`config.mk`:
```
export PLATFORM = sky130hd
export DESIGN_NAME = dmem_port_arbiter_flat
export DESIGN_NICKNAME = d
export VERILOG_FILES = /design/src/rtl/dmem_port_arbiter_pkg.sv /design/src/rtl/dmem_port_arbiter_if.sv /design/src/rtl/dmem_port_arbiter_arb_rr2.sv /design/src/rtl/dmem_port_arbiter.sv /design/src/flat_wrapper.sv
export SDC_FILE = /design/constraint.sdc
export NUM_CORES = 1
export LEC_CHECK = 0
export BUFFER_PORTS_ARGS = -buffer_cell sky130_fd_sc_hd__buf_2
export CORE_MARGIN = 5
export CORE_UTILIZATION = 30
export CTS_CLUSTER_DIAMETER = 50
export CTS_CLUSTER_SIZE = 30
export DETAILED_ROUTE_END_ITERATION = 8
export PLACE_DENSITY = 0.57
export SETUP_SLACK_MARGIN = 0.4
export SYNTH_ARGS = -nofsm -noshare
export SYNTH_HDL_FRONTEND = slang
export SYNTH_SLANG_ARGS = --single-unit
```
`constraint.sdc`:
```
create_clock -name clock -period 1.35 [get_ports clock]
set_clock_uncertainty 0.05 [all_clocks]
set_input_delay 0.0675 -clock clock [delete_from_list [all_inputs] [get_ports clock]]
set_output_delay 0.0675 -clock clock [all_outputs]
set_load 0.01 [all_outputs]
```
`src/rtl/dmem_port_arbiter_pkg.sv`:
```
// Shared types and constants for the dmem port arbiter.
// Used by the arbiter top, its round-robin picker and the requester interface.
package dmem_arb_pkg;

   localparam int unsigned DMEM_ADDR_W = 12;
   localparam int unsigned DMEM_DATA_W = 32;

   // Requester ids double as bit positions in the request vector.
   localparam logic REQ_CPU  = 1'b0;
   localparam logic REQ_HOST = 1'b1;

   typedef enum logic [1:0] {
      IDLE,
      ACCESS,
      WAIT,
      RESP
   } arb_state_e;

endpackage

```
`src/rtl/dmem_port_arbiter_if.sv`:
```
// One requester's handshake to the dmem port arbiter.
// The requester drives the master side; the arbiter takes the slave side.
interface dmem_port_arbiter_if
   import dmem_arb_pkg::*;
#(
   parameter int unsigned ADDR_W = DMEM_ADDR_W,
   parameter int unsigned DATA_W = DMEM_DATA_W
) ();

   logic              req;
   logic              wren;
   logic [ADDR_W-1:0] addr;
   logic [DATA_W-1:0] data;
   logic              gnt;
   logic [DATA_W-1:0] q;
   logic              valid;

   modport master (
      output req,
      output wren,
      output addr,
      output data,
      input  gnt,
      input  q,
      input  valid
   );

   modport slave (
      input  req,
      input  wren,
      input  addr,
      input  data,
      output gnt,
      output q,
      output valid
   );

endinterface

```
`src/rtl/dmem_port_arbiter_arb_rr2.sv`:
```
// Combinational two-way round-robin picker: on a tie the requester that
// did not win last time is chosen; otherwise the lone requester wins.
module arb_rr2
   import dmem_arb_pkg::*;
(
   input  logic [1:0] req,
   input  logic       last,
   output logic       winner
);

   always_comb begin
      winner = REQ_CPU;
      if (req[REQ_CPU] && req[REQ_HOST]) begin
         winner = ~last;
      end else if (req[REQ_HOST]) begin
         winner = REQ_HOST;
      end
   end

endmodule

```
`src/rtl/dmem_port_arbiter.sv`:
```
// Shares the single-port dmem syncram between the cpu and host requesters.
// Define DMEM_ARB_HOST_PRIORITY_EN to make the host win every tie.
module dmem_port_arbiter
   import dmem_arb_pkg::*;
#(
   parameter int unsigned ADDR_W   = DMEM_ADDR_W,
   parameter int unsigned DATA_W   = DMEM_DATA_W,
   parameter int unsigned READ_LAT = 1
) (
   input  logic               clock,
   input  logic               reset,
   dmem_port_arbiter_if.slave cpu,
   dmem_port_arbiter_if.slave host,
   output logic [ADDR_W-1:0]  mem_address,
   output logic [DATA_W-1:0]  mem_data,
   output logic               mem_wren,
   input  logic [DATA_W-1:0]  mem_q,
   output logic               busy
);

   arb_state_e        state_q, state_d;
   logic [1:0]        lat_cnt_q, lat_cnt_d;
   logic              owner_q, owner_d;
   logic [ADDR_W-1:0] addr_q, addr_d;
   logic [DATA_W-1:0] data_q, data_d;
   logic              wren_q, wren_d;
   logic              cpu_gnt_q, cpu_gnt_d;
   logic              host_gnt_q, host_gnt_d;
   logic              cpu_valid_q, cpu_valid_d;
   logic              host_valid_q, host_valid_d;
   logic [DATA_W-1:0] cpu_rdata_q, cpu_rdata_d;
   logic [DATA_W-1:0] host_rdata_q, host_rdata_d;

   logic [1:0]        req_vec;
   logic              last_in;
   logic              pick;

   assign req_vec = {host.req, cpu.req};

`ifdef DMEM_ARB_HOST_PRIORITY_EN
   // Pretending the cpu won last makes the picker hand every tie to the host.
   assign last_in = REQ_CPU;
`else
   logic last_q, last_d;
   assign last_in = last_q;
`endif

   arb_rr2 u_arb (
      .req    (req_vec),
      .last   (last_in),
      .winner (pick)
   );

   always_comb begin
      state_d      = state_q;
      lat_cnt_d    = lat_cnt_q;
      owner_d      = owner_q;
      addr_d       = addr_q;
      data_d       = data_q;
      wren_d       = 1'b0;
      cpu_gnt_d    = 1'b0;
      host_gnt_d   = 1'b0;
      cpu_valid_d  = 1'b0;
      host_valid_d = 1'b0;
      cpu_rdata_d  = cpu_rdata_q;
      host_rdata_d = host_rdata_q;
`ifndef DMEM_ARB_HOST_PRIORITY_EN
      last_d       = last_q;
`endif

      unique case (state_q)
         IDLE: begin
            if (|req_vec) begin
               owner_d = pick;
               state_d = ACCESS;
`ifndef DMEM_ARB_HOST_PRIORITY_EN
               last_d  = pick;
`endif
               if (pick == REQ_HOST) begin
                  addr_d     = host.addr;
                  data_d     = host.data;
                  wren_d     = host.wren;
                  host_gnt_d = 1'b1;
               end else begin
                  addr_d    = cpu.addr;
                  data_d    = cpu.data;
                  wren_d    = cpu.wren;
                  cpu_gnt_d = 1'b1;
               end
            end
         end

         ACCESS: begin
            if (wren_q) begin
               state_d = IDLE;
            end else if (READ_LAT <= 1) begin
               state_d = RESP;
            end else begin
               lat_cnt_d = 2'(READ_LAT - 1);
               state_d   = WAIT;
            end
         end

         // Leave once the count being decremented hits zero.
         WAIT: begin
            lat_cnt_d = lat_cnt_q - 2'd1;
            if (lat_cnt_q <= 2'd1) begin
               state_d = RESP;
            end
         end

         RESP: begin
            state_d = IDLE;
            if (owner_q == REQ_HOST) begin
               host_rdata_d = mem_q;
               host_valid_d = 1'b1;
            end else begin
               cpu_rdata_d = mem_q;
               cpu_valid_d = 1'b1;
            end
         end

         default: state_d = IDLE;
      endcase
   end

   always_ff @(posedge clock) begin
      if (reset) begin
         state_q      <= IDLE;
         lat_cnt_q    <= 2'd0;
         owner_q      <= REQ_CPU;
         addr_q       <= '0;
         data_q       <= '0;
         wren_q       <= 1'b0;
         cpu_gnt_q    <= 1'b0;
         host_gnt_q   <= 1'b0;
         cpu_valid_q  <= 1'b0;
         host_valid_q <= 1'b0;
         cpu_rdata_q  <= '0;
         host_rdata_q <= '0;
`ifndef DMEM_ARB_HOST_PRIORITY_EN
         last_q       <= REQ_HOST;
`endif
      end else begin
         state_q      <= state_d;
         lat_cnt_q    <= lat_cnt_d;
         owner_q      <= owner_d;
         addr_q       <= addr_d;
         data_q       <= data_d;
         wren_q       <= wren_d;
         cpu_gnt_q    <= cpu_gnt_d;
         host_gnt_q   <= host_gnt_d;
         cpu_valid_q  <= cpu_valid_d;
         host_valid_q <= host_valid_d;
         cpu_rdata_q  <= cpu_rdata_d;
         host_rdata_q <= host_rdata_d;
`ifndef DMEM_ARB_HOST_PRIORITY_EN
         last_q       <= last_d;
`endif
      end
   end

   assign mem_address = addr_q;
   assign mem_data    = data_q;
   assign mem_wren    = wren_q;
   assign busy        = (state_q != IDLE);

   assign cpu.gnt    = cpu_gnt_q;
   assign cpu.valid  = cpu_valid_q;
   assign cpu.q      = cpu_rdata_q;
   assign host.gnt   = host_gnt_q;
   assign host.valid = host_valid_q;
   assign host.q     = host_rdata_q;

endmodule

```
`src/flat_wrapper.sv`:
```
// flat-port wrapper written by rule: the top's interface ports become plain ports
module dmem_port_arbiter_flat import dmem_arb_pkg::*;
#(
   parameter int unsigned ADDR_W   = DMEM_ADDR_W,
   parameter int unsigned DATA_W   = DMEM_DATA_W,
   parameter int unsigned READ_LAT = 1
)
  (clock, reset, mem_address, mem_data, mem_wren, mem_q, busy, cpu_req, cpu_wren, cpu_addr, cpu_data, cpu_gnt, cpu_q, cpu_valid, host_req, host_wren, host_addr, host_data, host_gnt, host_q, host_valid);
  dmem_port_arbiter_if #(.ADDR_W(ADDR_W), .DATA_W(DATA_W)) cpu_i ();
  dmem_port_arbiter_if #(.ADDR_W(ADDR_W), .DATA_W(DATA_W)) host_i ();
  input  logic clock;
  input  logic reset;
  output logic [ADDR_W-1:0] mem_address;
  output logic [DATA_W-1:0] mem_data;
  output logic mem_wren;
  input  logic [DATA_W-1:0] mem_q;
  output logic busy;
  input wire logic [$bits(cpu_i.req)-1:0] cpu_req;
  input wire logic [$bits(cpu_i.wren)-1:0] cpu_wren;
  input wire logic [$bits(cpu_i.addr)-1:0] cpu_addr;
  input wire logic [$bits(cpu_i.data)-1:0] cpu_data;
  output wire logic [$bits(cpu_i.gnt)-1:0] cpu_gnt;
  output wire logic [$bits(cpu_i.q)-1:0] cpu_q;
  output wire logic [$bits(cpu_i.valid)-1:0] cpu_valid;
  input wire logic [$bits(host_i.req)-1:0] host_req;
  input wire logic [$bits(host_i.wren)-1:0] host_wren;
  input wire logic [$bits(host_i.addr)-1:0] host_addr;
  input wire logic [$bits(host_i.data)-1:0] host_data;
  output wire logic [$bits(host_i.gnt)-1:0] host_gnt;
  output wire logic [$bits(host_i.q)-1:0] host_q;
  output wire logic [$bits(host_i.valid)-1:0] host_valid;
  assign cpu_i.req = cpu_req;
  assign cpu_i.wren = cpu_wren;
  assign cpu_i.addr = cpu_addr;
  assign cpu_i.data = cpu_data;
  assign cpu_gnt = cpu_i.gnt;
  assign cpu_q = cpu_i.q;
  assign cpu_valid = cpu_i.valid;
  assign host_i.req = host_req;
  assign host_i.wren = host_wren;
  assign host_i.addr = host_addr;
  assign host_i.data = host_data;
  assign host_gnt = host_i.gnt;
  assign host_q = host_i.q;
  assign host_valid = host_i.valid;
  dmem_port_arbiter #(.ADDR_W(ADDR_W), .DATA_W(DATA_W), .READ_LAT(READ_LAT)) u_core (.clock(clock), .reset(reset), .cpu(cpu_i), .host(host_i), .mem_address(mem_address), .mem_data(mem_data), .mem_wren(mem_wren), .mem_q(mem_q), .busy(busy));
endmodule
```
==> out/metrics.csv, run 1 <==
metric,value,unit
grtUsageTotal,18.97,%
hold_class,in2reg,
antenna_found_initial,1,
synth.cell_area,4702,µm²
drive_gt1_share,58.50,%
h-tree-depth,4,
yosysWarningCount,0,
timing.max_cap.violations,0,
fin_ws,-0.03321,ns
ctsLongestPathBuffers,2,
final_area,10090,µm²
ant_nets,0,
syn_nets,704,
violations,negative setup slack,
vias,5972,
gp_congestion,0.8120,
pre_cts_slack,0.02114,ns
num_rows,45,
gr-total-overflow,0,
path_class,reg2reg,
drcViolationCount,0,
nFillCells,1117,
worst_pin_slew,0.5064,ns
drt_first_pass_iters,4,
post-route-period-util,102.5,%
ys_ff_latch,119,
ys_seq_area_share,50.67,%
worst_ir_drop_vdd,1.034,mV
placed_area,6146,µm²
ys_types,30,
dp_hpwl,10.68,mm
synth_top_area_cell,dfxtp_1,
cts_inserted_buffers,17,
ys_top_cells_by_area,"dfxtp_1 (51%), nand2_1 (18%), a21oi_1 (12%)",
pin_count,240,
grt_pass1_vias,5550,
synth_cells,577,
slew_headroom,66.13,%
final_cell_mix,"nand2_1 (177), buf_2 (131), dlygate4sd3_1 (124), buf_6 (119), dfxtp_2 (108)",
avgRoutedWirePerCell,19.46,µm
wirelength,23.12,mm
avgSynthCellArea,8.149,µm²
clkTransAtPathRegs,0.06,ns
die_h,135.2,µm
arrival,1.62,ns
cp-end-kind,register,
core,15310,µm²
clk_latency,0.41,ns
maxSlewViolCount,0,
setup_viol,2,
grt_max_degree,68,
clockRootBuffer,clkbuf_16,
initial_core_util,30.70,%
hold_viol,0,
via_per_inst,5.027,
die_area,18280,µm²
synthDominantCellAreaShare,50.67,%
cts_tree,done,
reg2regPathDepth,5,
area_growth,114.6,%
fin_nets,1090,
io_buffers,239,
drtIter0Drc,356,
p_leak,4.323,nW
finalCriticalPeriod,1.383,ns
final_util,65.90,%
rsz0062_at_grt,yes,
status,"finished, violations left",
fmaxAchievable,0.7230,GHz
min_path_cells,3,
final_common_cell,nand2_1,
grt_first_pass_wirelength,27.72,mm
cp_max_fo,8,
crit_required,1.59,ns
dieWidth,135.2,µm
critPathLaunchType,register,
powerDensity,1258,nW/µm²
clock_sinks,119,
[cell type report]
| class | count | area [µm²] | share of cell area (%) |
|---|---|---|---|
| timing repair buffer | 419 | 4055 | 40.18 |
| multi-input combinational | 404 | 2650 | 26.26 |
| sequential | 119 | 2525 | 25.02 |
| clock buffer | 18 | 439.2 | 4.352 |
| tap | 211 | 264.0 | 2.616 |
| clock inverter | 14 | 148.9 | 1.475 |
| inverter | 2 | 7.507 | 0.07439 |
| antenna | 1 | 2.502 | 0.02480 |
[cells in the mapped netlist, drive strengths merged]
library cell and n:
nor2b 2, clkbuf 20, a31oi 1, a21bo 1
or2 1, nor2 7, xnor2 1, dfxtp 119
inv 2, buf 32, o21ai 2, mux2i 1
nor3 3, ha 1, nand3 1, and3b 1
a221o 1, nand3b 1, nand2b 1, a21boi 1
a21oi 111, a311oi 44, nand2 222, and3 1
[worst max-delay path: stages, from the launching register on]
cell and delay [ns]:
dfxtp_2 0.35, a21boi_4 0.17, buf_12 0.15, buf_6 0.15
nand2_1 0.06, a311oi_1 0.33
[repair_timing]
item	CTS	global route
resized for setup	19	379
buffers inserted	6	10
gates cloned	3	18
setup endpoints to repair	232	233
endpoints found under the hold margin	110	0
hold buffers	124	0
pin swaps	3	67
[report_power, final]
part	switching [mW]	internal, mW
clock network	1.76	2.78
logic	1.80	2.12
registers	0.294	3.94
total	3.85	8.84
[path summary, 6_finish.rpt]
path,startpoint,end,slack [ns]
worst max-delay path,u_core.last_in,u_core.mem_data[6],-0.03
worst min-delay path,reset,u_core.owner_q,0.06
worst max register to register,u_core.last_in,u_core.mem_data[6],-0.03
worst min register to register,u_core.cpu.q[11],u_core.cpu.q[11],0.40
[registers in the layout (all words and copies together), names as in the netlist]
| name | cells |
|---|---|
| u_core.last_in | 1 |
| u_core.cpu.valid | 1 |
| u_core.owner_q | 1 |
| u_core.host.q | 32 |
| u_core.cpu.q | 32 |
| u_core.cpu.gnt | 1 |
| u_core.lat_cnt_q | 2 |
| u_core.host.gnt | 1 |
| u_core.mem_wren | 1 |
| u_core.host.valid | 1 |
| u_core.mem_address | 12 |
| u_core.state_q | 2 |
| u_core.mem_data | 32 |
[metal layers]
| layer | vias up | part of all wire, % | GRT usage (%) | wire [µm] |
|---|---|---|---|---|
| met5 | - | 0.056 | 0 | 13 |
| li1 | 2747 | - | - | - |
| met4 | 2 | 4.4 | 9.239 | 1025 |
| met3 | 73 | 8.5 | 6.315 | 1964 |
| met1 | 2837 | 37 | 22.13 | 8602 |
| met2 | 313 | 50 | 31.28 | 11510 |
[per-stage QoR]
step / TNS, ns / hold slack, ns / cells / power, mW
3_5_place_dp: 0 / 0.2761 / 994 / 6.280
5_1_grt: -0.2658 / 0.06047 / 1187 / 13.14
4_1_cts: 0 / 0.01325 / 1159 / 11.42
2_1_floorplan: 0 / 0.1535 / 577 / 5.474
6_report: -0.03874 / 0.05583 / 1188 / 12.70
3_3_place_gp: 0 / 0.2745 / 994 / 6.268
[cell families (layout without fill, tap and decap cells)]
logic type / after synthesis / count (layout) / share of synthesized area, %
simple gates: 240 / 240 / 20.04
xor+xnor: 1 / 1 / 0.1863
compound gates: 161 / 161 / 21.98
fa+ha+maj: 1 / 1 / 0.2661
buf+inv: 54 / 453 / 6.652
flops: 119 / 119 / 50.67
mux: 1 / 1 / 0.2129
other cells: 0 / 1 / 0
No activity file was read; power rests on OpenSTA's default activity.
==> run 2, diff against run 1 <==
==> constraint.sdc (replaced) <==
create_clock -name clock -period 1.35 [get_ports clock]
set_clock_uncertainty 0.05 [all_clocks]
set_input_delay 0.2025 -clock clock [delete_from_list [all_inputs] [get_ports clock]]
set_output_delay 0.2025 -clock clock [all_outputs]
set_load 0.01 [all_outputs]
==> run 2 against run 1 <==
Compared with the run above:
- the flow now finishes without violations
- sequential power down 2%
- register-to-register slack better by 0.07 ns
- final cell count shrank 3.9%
- critical path type unchanged
- largest cell class unchanged
- highest routed layer is now met4
==> out/metrics.csv, run 2 (synthesis gave the netlist of run 1 again) <==
metric,value,unit,change
status,"complete, no violations",,"was finished, violations left"
fin_nets,1045,,was 1090
ctsLongestPathBuffers,2,,unchanged
timing.max_cap.violations,0,,unchanged
wirelength,18.92,mm,was 23.12 mm
drtIter0Drc,200,,was 356
cts_tree,done,,unchanged
cp-end-kind,register,,unchanged
slew_headroom,65.02,%,was 66.13%
pin_count,240,,unchanged
grt_pass1_vias,5290,,was 5550
via_per_inst,4.764,,was 5.027
drt_first_pass_iters,7,,was 4
hold_class,in2reg,,unchanged
vias,5441,,was 5972
core,15310,µm²,unchanged
gr-total-overflow,0,,unchanged
initial_core_util,30.70,%,unchanged
setup_viol,0,,was 2
holdWs,0.008256,ns,was 0.05583 ns
grt_max_degree,46,,was 68
ant_nets,0,,unchanged
powerDensity,1376,nW/µm²,was 1258 nW/µm²
avgRoutedWirePerCell,16.57,µm,was 19.46 µm
gp_congestion,0.7859,,was 0.8120
clkTransAtPathRegs,0.06,ns,about the same
post-route-period-util,97.57,%,was 102.5%
num_rows,45,,unchanged
final_cell_mix,"buf_2 (192), nand2_1 (185), dlygate4sd3_1 (84), a21oi_1 (80), dfxtp_1 (72)",,"was nand2_1 (177), buf_2 (131), dlygate4sd3_1 (124), buf_6 (119), dfxtp_2 (108)"
final_common_cell,buf_2,,was nand2_1
total_power,12.01,mW,was 12.70 mW
final_util,56.99,%,was 65.90%
route.met3.wl,1.536,mm,was 1.964 mm
met2_length,9.082,mm,was 11.51 mm
arrival,1.53,ns,was 1.62 ns
crit_required,1.56,ns,was 1.59 ns
worst_ir_drop_vdd,0.7938,mV,was 1.034 mV
clk_latency,0.41,ns,about the same
antenna_found_initial,0,,was 1
worst_pin_slew,0.5248,ns,was 0.5064 ns
maxSlewViolCount,0,,unchanged
cts_inserted_buffers,17,,unchanged
drive_gt1_share,48.98,%,was 58.50%
path_class,reg2reg,,unchanged
critPathLaunchType,register,,unchanged
finalSetupTns,0,ns,was -0.03874 ns
rsz0062_at_grt,yes,,unchanged
io_buffers,239,,unchanged
clock_sinks,119,,unchanged
drcViolationCount,0,,unchanged
p_leak,3.732,nW,was 4.323 nW
finalCriticalPeriod,1.317,ns,was 1.383 ns
hold_viol,0,,unchanged
nFillCells,1381,,was 1117
die_h,135.2,µm,unchanged
die_area,18280,µm²,unchanged
antenna_cells,0,,was 1
cp_max_fo,19,,was 8
h-tree-depth,4,,unchanged
area_growth,85.63,%,was 114.6%
wl_met1,7.822,mm,was 8.602 mm
fmaxAchievable,0.7592,GHz,was 0.7230 GHz
grt_first_pass_wirelength,26.48,mm,was 27.72 mm
clockRootBuffer,clkbuf_16,,unchanged
grtUsageTotal,18.02,%,was 18.97%
fin_ws,0.03282,ns,was -0.03321 ns
dp_hpwl,10.76,mm,was 10.68 mm
pre_cts_slack,0.0005418,ns,was 0.02114 ns
dieWidth,135.2,µm,unchanged
routed.top_layer,met4,,was met5
==> run 2: final timing paths <==
kind	depth (start not counted)	slack, ns	to	from
max	7	0.03	u_core.mem_data[15]	u_core.state_q[0]
min reg2reg	2	0.40	u_core.cpu.q[3]	u_core.cpu.q[3]
min	3	0.008	u_core.mem_data[31]	cpu_data[31]
max reg2reg	7	0.03	u_core.mem_data[15]	u_core.state_q[0]
==> run 2: layer usage <==
layer	global-route usage, %	up-vias
met5	0	-
met3	6.501	34
li1	-	2649
met2	28.54	237
met1	22.10	2521
met4	7.783	0
==> run 2: worst max-delay path, cell delays in order, from the launching register on <==
cell      delay, ns
dfxtp_4        0.35
nor2_4         0.11
inv_2          0.05
buf_6          0.11
nor2_4         0.11
buf_6          0.12
buf_12         0.15
a311oi_2       0.10
==> run 2: where the power goes <==
group	leakage (nW)	internal (mW)	switching, mW
sequential	0.991	3.91	0.241
combinational	2.45	1.60	1.46
clock	0.296	3.09	1.71
total	3.73	8.60	3.41
==> run 2: cell type report <==
cell class                      count  area [µm²]  share of cell area, %
Tap cell                          211       264.0                  3.025
Timing Repair Buffer              374        3079                  35.28
Clock buffer                       17       425.4                  4.874
Sequential cell                   119        2446                  28.02
Multi-Input combinational cell    404        2306                  26.42
Clock inverter                     15       200.2                  2.294
Inverter                            2       7.507                0.08601
==> run 2: stage by stage <==
| step | area, µm² | std cells |
|---|---|---|
| floorplan | 4838 | 577 |
| global placement | 6213 | 998 |
| detailed placement | 6213 | 998 |
| CTS | 7790 | 1119 |
| global route | 8728 | 1142 |
| finish | 8728 | 1142 |
==> run 2: what timing repair did <==
item | in CTS | in global routing
endpoints found under the hold margin | 90 | 0
resized for setup | 16 | 179
gates cloned | 1 | 11
setup buffers | 4 | 12
setup endpoints to repair | 233 | 233
hold buffers | 84 | 0
pin swaps | 1 | 5
==> run 3, diff against run 2 <==
- CTS_BUF_LIST: unset -> sky130_fd_sc_hd__clkbuf_4
==> run 3 against run 2 <==
Compared with the run above:
- the flow now finishes with violations (negative setup slack)
- first-iteration DRC count increased by 67%
- sequential power increased by 2%
- utilization increased by 8.3 points
- register-to-register slack got worse by 0.16 ns
- largest cell class unchanged
- largest power group is now combinational logic
==> out/metrics.csv, run 3 (synthesis gave the netlist of run 1 again) <==
metric,value,unit,change
fin_cells,1224,,was 1142
maxSlewViolCount,0,,unchanged
path_class,reg2reg,,unchanged
clockRootBuffer,clkbuf_4,,was clkbuf_16
final_util,65.26,%,was 56.99%
hold_class,in2reg,,unchanged
io_buffers,239,,unchanged
antenna_found_initial,1,,was 0
wl_met1,8.492,mm,was 7.822 mm
fin_nets,1124,,was 1045
gp_congestion,0.7859,,unchanged
finalSetupTns,-3.450,ns,was 0 ns
area_growth,112.6,%,was 85.63%
slew_headroom,62.36,%,was 65.02%
timing.max_cap.violations,0,,unchanged
clkTransAtPathRegs,0.12,ns,was 0.06 ns
clock_sinks,119,,unchanged
vias,6100,,was 5441
final_cell_mix,"nand2_1 (208), buf_2 (126), dlygate4sd3_1 (124), buf_6 (123), dfxtp_2 (112)",,"was buf_2 (192), nand2_1 (185), dlygate4sd3_1 (84), a21oi_1 (80), dfxtp_1 (72)"
critPathLaunchType,register,,unchanged
ctsLongestPathBuffers,2,,unchanged
fmaxAchievable,0.6777,GHz,was 0.7592 GHz
clk_latency,0.55,ns,was 0.41 ns
avgRoutedWirePerCell,18.48,µm,was 16.57 µm
powerDensity,1165,nW/µm²,was 1376 nW/µm²
pin_count,240,,unchanged
cts_tree,done,,unchanged
grt_max_degree,46,,unchanged
crit_required,1.72,ns,was 1.56 ns
rsz0062_at_grt,yes,,unchanged
dp_hpwl,10.76,mm,unchanged
placed_area,6213,µm²,unchanged
ant_nets,0,,unchanged
final_common_cell,nand2_1,,was buf_2
hold_viol,0,,unchanged
final_area,9995,µm²,was 8728 µm²
grt_pass1_vias,6166,,was 5290
worst_pin_slew,0.5646,ns,was 0.5248 ns
core,15310,µm²,unchanged
fin_ws,-0.1255,ns,was 0.03282 ns
num_rows,45,,unchanged
met2_length,11.37,mm,was 9.082 mm
h-tree-depth,4,,unchanged
drive_gt1_share,53.96,%,was 48.98%
dp.cells,998,,unchanged
cp-end-kind,register,,unchanged
grt_first_pass_wirelength,32.89,mm,was 26.48 mm
grtUsageTotal,23.02,%,was 18.02%
holdWs,0.06863,ns,was 0.008256 ns
status,"finished, violations left",,"was complete, no violations"
arrival,1.84,ns,was 1.53 ns
p_leak,4.210,nW,was 3.732 nW
drcViolationCount,0,,unchanged
worst_ir_drop_vdd,0.6743,mV,was 0.7938 mV
drt_first_pass_iters,7,,unchanged
route.met3.wl,2.055,mm,was 1.536 mm
drtIter0Drc,333,,was 200
routed.top_layer,met4,,unchanged
via_per_inst,4.984,,was 4.764
cp_max_fo,5,,was 19
gr-total-overflow,0,,unchanged
dieWidth,135.2,µm,unchanged
setup_viol,66,,was 0
die_h,135.2,µm,unchanged
cts_inserted_buffers,17,,unchanged
wirelength,22.62,mm,was 18.92 mm
die_area,18280,µm²,unchanged
post-route-period-util,109.3,%,was 97.57%
finalCriticalPeriod,1.476,ns,was 1.317 ns
initial_core_util,30.70,%,unchanged
violations,negative setup slack,,
-- run 3: cell count changes in the layout (fill, tap and decap cells not counted), moves of 7 or more --
| cell | change |
|---|---|
| nand2_4 | -7 |
| buf_2 | -66 |
| dfxtp_2 | +67 |
| nand2_2 | -17 |
| buf_12 | +10 |
| buf_4 | +16 |
| dlygate4sd3_1 | +40 |
| dfxtp_1 | -68 |
| buf_6 | +66 |
| nand2_1 | +23 |
| buf_16 | +14 |
| clkbuf_16 | -19 |
| clkbuf_4 | +17 |
-- run 3: repair_timing --
| item | CTS | global route |
|---|---|---|
| endpoints found under the setup margin | 233 | 233 |
| endpoints found under the hold margin | 110 | 0 |
| resized for setup | 276 | 52 |
| hold buffers | 124 | 0 |
| setup buffers | 22 | 24 |
| pin swaps | 22 | 21 |
| cloned | 16 | 5 |
-- run 3: per-stage QoR --
stage          power (mW)  setup WS [ns]
3_5_place_dp        6.325      0.0005418
6_report            11.65        -0.1255
5_1_grt             12.18        -0.1883
4_1_cts             11.20        -0.1399
3_3_place_gp        6.320        0.04834
2_1_floorplan       5.475         0.1180
-- run 3: cell type report --
cell class,instances,area [µm²]
multi-input combinational,404,2273
tap,211,264.0
clock inverter,15,200.2
inverter,2,7.507
fill,1149,5320
clock buffer,17,127.6
timing repair buffer,453,4581
antenna,3,7.507
sequential,119,2534
-- run 3: worst max-delay path, stage by stage (launching register included) --
cell and delay (ns):
dfxtp_4 0.37, nor2_4 0.11, inv_2 0.05, buf_4 0.13, nor2_4 0.18, buf_6 0.15
buf_12 0.10, buf_16 0.11, a311oi_2 0.09
-- run 3: path summary, 6_finish.rpt --
check	endpoint	startpoint	slack, ns	cells past startpoint
worst max-delay path	u_core.mem_data[16]	u_core.state_q[0]	-0.13	8
worst max register to register	u_core.mem_data[16]	u_core.state_q[0]	-0.13	8
worst min-delay path	u_core.owner_q	host_req	0.07	4
worst min register to register	u_core.cpu.q[0]	u_core.cpu.q[0]	0.42	2
-- run 3: where the power goes --
part | internal [mW] | switching (mW) | leakage [nW] | total (mW)
Sequential | 3.94 | 0.287 | 1.02 | 4.23
Combinational | 2.60 | 1.81 | 3.02 | 4.41
Clock | 1.47 | 1.54 | 0.164 | 3.01
-- run 3: metal layers --
metal | vias up | track usage (%)
met2 | 345 | 39.63
met4 | 0 | 8.903
met1 | 2881 | 25.57
met5 | - | 0
li1 | 2819 | -
met3 | 55 | 9.027
